===== config.mk =====
export PLATFORM = sky130hd
export DESIGN_NAME = rv_writeback
export DESIGN_NICKNAME = d
export VERILOG_FILES = /design/src/rtl/rv_writeback.sv
export SDC_FILE = /design/constraint.sdc
export NUM_CORES = 1
export LEC_CHECK = 0
export ABC_AREA = 1
export BUFFER_PORTS_ARGS = -buffer_cell sky130_fd_sc_hd__buf_2
export CORE_ASPECT_RATIO = 0.75
export CORE_MARGIN = 2
export CORE_UTILIZATION = 45
export DETAILED_ROUTE_END_ITERATION = 12
export GPL_TIMING_DRIVEN = 0
export PLACE_DENSITY = 0.74
export RECOVER_POWER = 100
export SYNTH_ARGS = -nofsm -noshare
export SYNTH_HDL_FRONTEND = slang
export SYNTH_SLANG_ARGS = --single-unit

===== constraint.sdc =====
create_clock -name clk_i -period 2.3 [get_ports clk_i]
set_input_delay 0.345 -clock clk_i [delete_from_list [all_inputs] [get_ports clk_i]]
set_output_delay 0.345 -clock clk_i [all_outputs]
set_load 0.05 [all_outputs]

===== src/rtl/rv_writeback.sv =====
// rv_writeback: RV32I writeback stage, writer side of the decode register file.
// Aligns/extends load data, selects the write value by opcode, and produces the
// MEM/WB register pair. A small FSM stalls upstream while a load response is
// outstanding and raises load_fault_o if none arrives within LOAD_TIMEOUT cycles.
// Optional feature: define RV_WB_INSTRET_EN to build the retired-instruction
// counter; otherwise instret_o is tied to zero.
//
// state | meaning
// IDLE  | no load outstanding; loads with an immediate response retire directly
// WAIT  | load presented, response pending; cnt_q counts extra stall cycles
module rv_writeback #(
  parameter int unsigned LOAD_TIMEOUT = 15  // legal range 1..255
) (
  input  logic        clk_i,
  input  logic        rst_ni,
  input  logic        ex_mem_valid_i,
  input  logic [31:0] ex_mem_ir_i,
  input  logic [31:0] ex_mem_pc_i,
  input  logic [31:0] ex_mem_alu_i,
  input  logic [31:0] dmem_rdata_i,
  input  logic        dmem_rvalid_i,
  output logic [31:0] mem_wb_ir_o,
  output logic [31:0] mem_wb_out_o,
  output logic        wb_stall_o,
  output logic        load_fault_o,
  output logic [63:0] instret_o
);

  localparam logic [6:0] OPC_LUI    = 7'b0110111;
  localparam logic [6:0] OPC_AUIPC  = 7'b0010111;
  localparam logic [6:0] OPC_OP     = 7'b0110011;
  localparam logic [6:0] OPC_OPIMM  = 7'b0010011;
  localparam logic [6:0] OPC_JAL    = 7'b1101111;
  localparam logic [6:0] OPC_JALR   = 7'b1100111;
  localparam logic [6:0] OPC_LOAD   = 7'b0000011;
  localparam logic [31:0] NOP       = 32'h0000_0013;

  localparam logic [0:0] IDLE = 1'b0;
  localparam logic [0:0] WAIT = 1'b1;

  localparam logic [7:0] TMO_LAST = 8'(LOAD_TIMEOUT - 1);

  logic [0:0]  state_q, state_d;
  logic [7:0]  cnt_q, cnt_d;
  logic [31:0] ir_q, ir_d;
  logic [31:0] out_q, out_d;
  logic        fault_q;

  logic [6:0]  opcode;
  logic [2:0]  funct3;
  logic        is_load;
  logic [7:0]  ld_byte;
  logic [15:0] ld_half;
  logic        wr_en;
  logic [31:0] wr_val;
  logic        stall;
  logic        timeout;
  logic        retire;
  logic        keep_rd;

  assign opcode  = ex_mem_ir_i[6:0];
  assign funct3  = ex_mem_ir_i[14:12];
  assign is_load = ex_mem_valid_i && (opcode == OPC_LOAD);

  // Pick the addressed byte/half out of the word-aligned read data
  always_comb begin
    ld_byte = 8'h00;
    case (ex_mem_alu_i[1:0])
      2'd0: ld_byte = dmem_rdata_i[7:0];
      2'd1: ld_byte = dmem_rdata_i[15:8];
      2'd2: ld_byte = dmem_rdata_i[23:16];
      2'd3: ld_byte = dmem_rdata_i[31:24];
      default: ld_byte = 8'h00;
    endcase
    ld_half = ex_mem_alu_i[1] ? dmem_rdata_i[31:16] : dmem_rdata_i[15:0];
  end

  // Select the register write value and whether the instruction writes rd at all
  always_comb begin
    wr_en  = 1'b0;
    wr_val = 32'h0;
    case (opcode)
      OPC_LUI: begin
        wr_en  = 1'b1;
        wr_val = {ex_mem_ir_i[31:12], 12'h000};
      end
      OPC_AUIPC, OPC_OP, OPC_OPIMM: begin
        wr_en  = 1'b1;
        wr_val = ex_mem_alu_i;
      end
      OPC_JAL, OPC_JALR: begin
        wr_en  = 1'b1;
        wr_val = ex_mem_pc_i + 32'd4;
      end
      OPC_LOAD: begin
        case (funct3)
          3'b000: begin wr_en = 1'b1; wr_val = {{24{ld_byte[7]}}, ld_byte}; end
          3'b100: begin wr_en = 1'b1; wr_val = {24'h0, ld_byte}; end
          3'b001: begin wr_en = 1'b1; wr_val = {{16{ld_half[15]}}, ld_half}; end
          3'b101: begin wr_en = 1'b1; wr_val = {16'h0, ld_half}; end
          3'b010: begin wr_en = 1'b1; wr_val = dmem_rdata_i; end
          default: begin wr_en = 1'b0; wr_val = 32'h0; end
        endcase
      end
      default: begin
        wr_en  = 1'b0;
        wr_val = 32'h0;
      end
    endcase
  end

  // Load-wait FSM: stall while the response is missing, time out after LOAD_TIMEOUT stall cycles
  always_comb begin
    state_d = state_q;
    cnt_d   = cnt_q;
    stall   = 1'b0;
    timeout = 1'b0;
    case (state_q)
      IDLE: begin
        if (is_load && !dmem_rvalid_i) begin
          stall   = 1'b1;
          state_d = WAIT;
          cnt_d   = 8'd0;
        end
      end
      WAIT: begin
        if (dmem_rvalid_i) begin
          state_d = IDLE;
        end else if (cnt_q >= TMO_LAST) begin
          timeout = 1'b1;
          state_d = IDLE;
        end else begin
          stall = 1'b1;
          cnt_d = cnt_q + 8'd1;
        end
      end
      default: state_d = IDLE;
    endcase
  end

  // Retire path: bubbles and stalls become NOPs; non-writers keep the word but lose rd
  always_comb begin
    retire  = ex_mem_valid_i && !stall;
    keep_rd = retire && wr_en && !timeout;
    if (!retire) begin
      ir_d = NOP;
    end else if (keep_rd) begin
      ir_d = ex_mem_ir_i;
    end else begin
      ir_d = {ex_mem_ir_i[31:12], 5'd0, ex_mem_ir_i[6:0]};
    end
    out_d = keep_rd ? wr_val : 32'h0;
  end

  // Pipeline register and FSM state
  always_ff @(posedge clk_i or negedge rst_ni) begin
    if (!rst_ni) begin
      state_q <= IDLE;
      cnt_q   <= 8'd0;
      ir_q    <= NOP;
      out_q   <= 32'h0;
      fault_q <= 1'b0;
    end else begin
      state_q <= state_d;
      cnt_q   <= cnt_d;
      ir_q    <= ir_d;
      out_q   <= out_d;
      fault_q <= timeout;
    end
  end

  assign mem_wb_ir_o  = ir_q;
  assign mem_wb_out_o = out_q;
  assign load_fault_o = fault_q;
  // Gate with reset so a load sitting at the input cannot stall upstream during reset
  assign wb_stall_o   = rst_ni & stall;

`ifdef RV_WB_INSTRET_EN
  logic [63:0] instret_q;

  // Count every retiring valid instruction, including non-writers and timed-out loads
  always_ff @(posedge clk_i or negedge rst_ni) begin
    if (!rst_ni) begin
      instret_q <= 64'h0;
    end else if (retire) begin
      instret_q <= instret_q + 64'd1;
    end
  end

  assign instret_o = instret_q;
`else
  assign instret_o = 64'h0;
`endif

endmodule


**Yosys cells after proc, flatten, opt, wreduce, memory -nomap -nowiden**

Cells that the tools add are included.

- Flip-flop bits (word level): 74
- Output and inout bits: 130
- Input bits: 132

- Multiplexer cells: 20
- Reduce and logical (&&, ||, !) cells: 15
- $lt $le $gt $ge: 1
- Equal/unequal tests: 17
- Bitwise logic cells: 2
- Add/sub/neg operators: 2

Operator list:

| cell | number |
|---|---|
| 32-bit one-hot mux with 5 select lines | 1 |
| 32-bit one-hot mux with 4 select lines | 1 |
| 32-bit 2-to-1 mux | 2 |
| 32-bit by 3-bit adder with 32-bit output, second input constant | 1 |
| 8-bit one-hot mux with 4 select lines | 1 |
| 8-bit 2-to-1 mux | 3 |
| 16-bit 2-to-1 mux | 1 |
| 8-bit one-hot mux with 2 select lines | 1 |
| 7-bit by 5-bit == test with 1-bit output, second input constant | 2 |
| 7-bit by 6-bit == test with 1-bit output, second input constant | 2 |
| 7-bit == test, second input constant | 2 |
| 12-bit 2-to-1 mux | 1 |
| 8-bit by 1-bit adder with 8-bit output, second input constant | 1 |
| 8-bit by 4-bit >= comparator with 1-bit output, second input constant | 1 |
| 7-bit by 2-bit == test with 1-bit output, second input constant | 1 |
| 1-bit 2-to-1 mux | 7 |
| 3-bit == test, second input constant | 2 |
| 2-bit != test, second input constant | 3 |
| 6-bit OR reduction | 1 |
| 1-bit logical AND | 5 |
| 5-bit OR reduction | 1 |
| 2-bit == test, second input constant | 2 |
| 1-bit one-hot mux with 2 select lines | 2 |
| 3-bit by 1-bit == test with 1-bit output, second input constant | 1 |
| other kinds (10) | 12 |

**Longest topological paths before layout**

- Word-level depth: 11
- Gate-level depth with buffers: 13

**Least setup slack after synthesis**

Ideal clock, no wire load.

- Path type: reg2out
- Start: register cnt_q[0]
- End: output wb_stall_o
- Stages on the path, launching flop included: 11
- Arrival: 1.912 ns
- Data required time: 1.955 ns
- Setup slack: 0.043 ns
- Cell sequence: dfrtp_1 -> inv_1 -> ha_1 -> nor2_1 -> nor2_1 -> nor2_1 -> nand3_1 -> nand2_1 -> buf_2 -> inv_1 -> nor2_1

- Cells in the longest elaborated chain, start to end: 5

Ends and longest elaborated chain:

| element | RTL line | text |
|---|---|---|
| start, declared | 44 | `logic [7:0] cnt_q, cnt_d;` |
| start signal, assigned | 165 | `cnt_q <= cnt_d;` |
| 8-bit by 4-bit >= comparator with 1-bit output | 129 | `end else if (cnt_q >= TMO_LAST) begin` |
| 1-bit 2-to-1 mux | 129 |  |
| 1-bit 2-to-1 mux | 127 | `if (dmem_rvalid_i) begin` |
| 1-bit one-hot mux with 2 select lines | 118 | `case (state_q)` |
| via stall | 56 | `logic stall;` |
| 1-bit bitwise AND | 176 | `assign wb_stall_o = rst_ni & stall;` |
| end, declared | 24 | `output logic wb_stall_o,` |

The timed path passes the listed nets, and every way through them passes these cells.

**Worst setup path in the final report**

- Start: register cnt_q[1]
- End: output wb_stall_o

Same word-level chain as after synthesis.

==> results.md <==
- The flow ran to the end, and the final reports show no timing, DRC or antenna violations.
- The detailed-route DRC error count is 0.
- The initial cell density of the core is 0.463.
- The reg2reg setup slack is approximately 170 ps.
- The post-synthesis average cell area is 6.33 um^2.
- The power per standard cell area is just over 500 nW/um^2.
- The post-route antenna net violation count is 0.
- VDD sags by at most 0.345 mV.
- The pin count of the biggest net entering global routing is 60.
- The count of distinct cell types in the synthesized netlist is 31.
- The number of fill cells in the layout is about 1100.
- The setup-violating endpoint count in the final report is 0.
- Measured along the y axis, the die boundary spans between 90 and 100 um.
- Of the total synthesized cell area, the portion taken by XOR and XNOR cells is 0.
- The startpoint identified for the worst register-to-register timing path is cnt_q[1].
- The static power due to leakage is about 4.3 nW.
- Walking the worst path, the cells encountered are ha_2 > nor2_1 > nor2_1 > nor2_1 > nand3_1 > nand2_2 > buf_6 > inv_4 > nor2_4 > buf_8.
- The worst hold path was traced through 3 stages.
- The die footprint is 12900 um^2.
- In this run the tool buffered the top-level ports with 197 buffer cells.
- In this run the deepest clock path goes through 2 buffers.
- The commonest non-fill, non-tap cell in the layout is nand2_1.
- The fraction of final layout cells with drive strength greater than 1 is 0.292.
- The compound-cell area share of the yosys netlist is 0.0849.
- Of the total synthesized cell area, the portion taken by AND, OR, NAND and NOR gates is 0.372.
- The type of the most critical hold path is primary input to register.
- STA classifies the critical path endpoint as an output port.
- Dividing the detail-routed wire length by the instance count gives around 14 um.
- The path with the worst hold slack has its endpoint at mem_wb_ir_o[7].
- In the synthesized netlist, the number of instances is between 800 and 900.
- The total congestion overflow after global routing is 0.
- The layout net count is ~1300.
- The worst hold slack across all endpoints is 210 ps.
- The post-synth design cell area is 5390 um^2.
- The congestion estimate from routability-driven global placement came to 0.955.
- Broken down by cell family, the worst path's largest delay share belongs to simple AND/OR/NAND/NOR gates.
- The TritonCTS clock tree is done.
- The endpoint of the lowest-slack register-to-register path is mem_wb_out_o[6].
- The final count of pins violating max slew came to 0.
- The delay of the slowest critical-path stage is between 400 and 500 ps.
- For this run, the register share of the synthesized area comes to 0.344.
- Leaving out fill and tap cells, the most frequent cells in the layout are 243 x nand2_1, 210 x buf_2, 141 x nor2_1, 106 x inv_1, 74 x nand3_1.
- The total number of yosys warnings is 0.
- The first-pass GRT wire length is roughly 28000 um.
- The top-level I/O count is between 200 and 300.
- The number of DRC violations after detailed-routing iteration 0 is 618.
- The number of cells on the worst reg-to-reg path is 14.
- After legalization and detailed placement, the total HPWL measured between 10000 and 15000 um.
- Compared with the post-synthesis result, the final layout area differs by 34.2%.
- The total number of placement rows is 34.
- The depth of the CTS H-tree is 3.
- The slowest stage of the critical path belongs to the cell dfrtp_1.
- The launch point of the worst hold path is ex_mem_ir_i[7].
- The final count of hold timing violations was 0.
- For this block, the routed nets add up to 18600 um of wire.
- The critical path start-end classification is register to output port.
- The cell with the most instances on the worst path is nor2_1.
- Counting both buffers and inverters, the worst setup path holds a total of 3.
- The overall track demand over capacity in global routing is 0.280.
- In this run the worst path has a maximum fanout of 6.
- Of the available clock period, the critical path in the final layout requires 0.998.
- The tree built by TritonCTS fans out to 74 sinks.
- The cell at the root of the clock tree is clkbuf_16.
- Setup repair after global routing could not meet its margin everywhere.
- STA puts the critical path data required time at just under 2000 ps.
- The latest clock arrival within the worst-skew pair is 340 ps.
- After detailed routing, the number of vias per cell comes to ~4.8.
- The dominant combinational cell family by area after synthesis is simple AND/OR/NAND/NOR gates.
- The via count of the first global-routing pass is around 5500.
- In this run the tightest slew margin relative to its limit is 0.578.
- The total power is 3.73 mW.
- The multiplexer share of the synthesized area is 0.
- The number of antenna violations at the first check in global routing is 0.
- Before antenna repair, the detailed router went through 5 iterations.
- Across all layers, the routed design uses between 6000 and 7000 vias.
- The clock-pin transition on the worst setup and hold timing paths is approximately 60 ps.
- The worst setup skew after layout is 11.0 ps.
- After synthesis the netlist holds a flip-flop and latch count of 74.
- The number of buffers created by CTS is 9.
- STA classifies the critical path startpoint as a register.
- 0 antenna diodes ended up in the layout.
- The synthesized-area fraction occupied by adder cells is 0.00696.
- The top achievable clock speed is 435 MHz.
- The data arrival time of the critical path is 1950 ps.
- The die extent in x is between 100 and 150 um.
- For the finished layout, the period the worst path requires is 2300 ps.
- The core outline area is 11700 um^2.
- For the pin with the worst max-slew slack, the measured transition is 634 ps.
- Across the run, the number of max-cap violations was 0.
## where the power goes
group          switching [mW]  leakage [nW]  internal, mW  total [mW]
Sequential             0.0107         0.970          1.34        1.35
Clock                   0.619         0.145         0.860        1.48
Combinational           0.637          3.15         0.270       0.908
Total                    1.27          4.27          2.47        3.73
## sequential cells by signal (all words and copies together) (netlist names)
name / count
mem_wb_ir_o: 32
mem_wb_out_o: 32
cnt_q: 8
load_fault_o: 1
state_q: 1
## tightest hold or removal path: stages
cell    delay (ps)
buf_2          100
inv_1           40
nor2_1          30
## repair_timing
action | CTS | global route
setup buffers | 1 | 4
setup endpoints to repair | 1 | 1
pin swaps | 1 | 6
hold buffers | 1 | 0
hold endpoints to repair | 16 | 0
resized for setup | 5 | 7
## through the flow
step	cell area [um^2]	setup WS, ps	TNS (ps)	util	cells
6_report	7230	3.61	0	0.621	1297
5_1_grt	7230	-76.3	-76.3	0.621	1297
4_1_cts	7190	35.1	0	0.617	1293
3_5_place_dp	6850	183	0	0.587	1275
3_3_place_gp	6820	-180	-180	0.585	1274
2_1_floorplan	5630	43.4	0	-	915
## how the worst max path moves through the flow
| stage | slack, ps | start | depth (start not counted) | endpoint |
|---|---|---|---|---|
| after floorplan | 40 | cnt_q[0] | 10 | wb_stall_o |
| after global placement | -180 | rst_ni | 4 | wb_stall_o |
| after detailed placement | 180 | ex_mem_ir_i[4] | 9 | mem_wb_out_o[26] |
| after CTS | 40 | cnt_q[0] | 11 | wb_stall_o |
| after global routing | -80 | cnt_q[0] | 11 | wb_stall_o |
| final | 4 | cnt_q[1] | 10 | wb_stall_o |
## cells by family (layout without fill, tap and decap cells)
| kind of cell | count (synthesis) | after routing |
|---|---|---|
| AO/OA/AOI/OAI | 85 | 85 |
| adder cells (fa/ha/maj) | 3 | 3 |
| buffers and inverters | 201 | 421 |
| flip-flops | 74 | 74 |
| other | 1 | 64 |
| AND/OR/NAND/NOR | 488 | 488 |
## cell usage after synthesis (all sizes together)
master  count  share of area
a21oi      35          0.033
a22oi       1         0.0014
buf        83           0.11
clkbuf      5         0.0035
clkinv      1        0.00070
conb        1        0.00070
dfrtp      71           0.33
dfstp       3          0.015
ha          3         0.0070
inv       112          0.078
nand2     248           0.17
nand3      74          0.069
nand3b      2         0.0028
nand4       9          0.012
nor2      143           0.10
nor3        4         0.0056
o211ai      3         0.0042
o21a        2         0.0028
o21ai      38          0.035
o21bai      5         0.0070
o22ai       1         0.0012
or2         8         0.0093
## final cells by class
cell class	count	area [um^2]	area share
Multi-Input combinational cell	640	2760	0.381
Clock inverter	7	82.6	0.0114
Tap cell	162	203	0.0280
Timing Repair Buffer	204	1070	0.148
Inverter	113	427	0.0590
Sequential cell	74	1860	0.256
Clock buffer	9	225	0.0311
Buffer	88	612	0.0846
## per-layer routing
layer,vias to the layer above,part of all wire,GRT usage
met3,33,0.12,0.0440
met4,0,0.015,0.0655
met1,2712,0.43,0.411
met5,-,0,0
li1,3063,-,-
met2,368,0.44,0.434
Power figures use the tool's default switching activity.
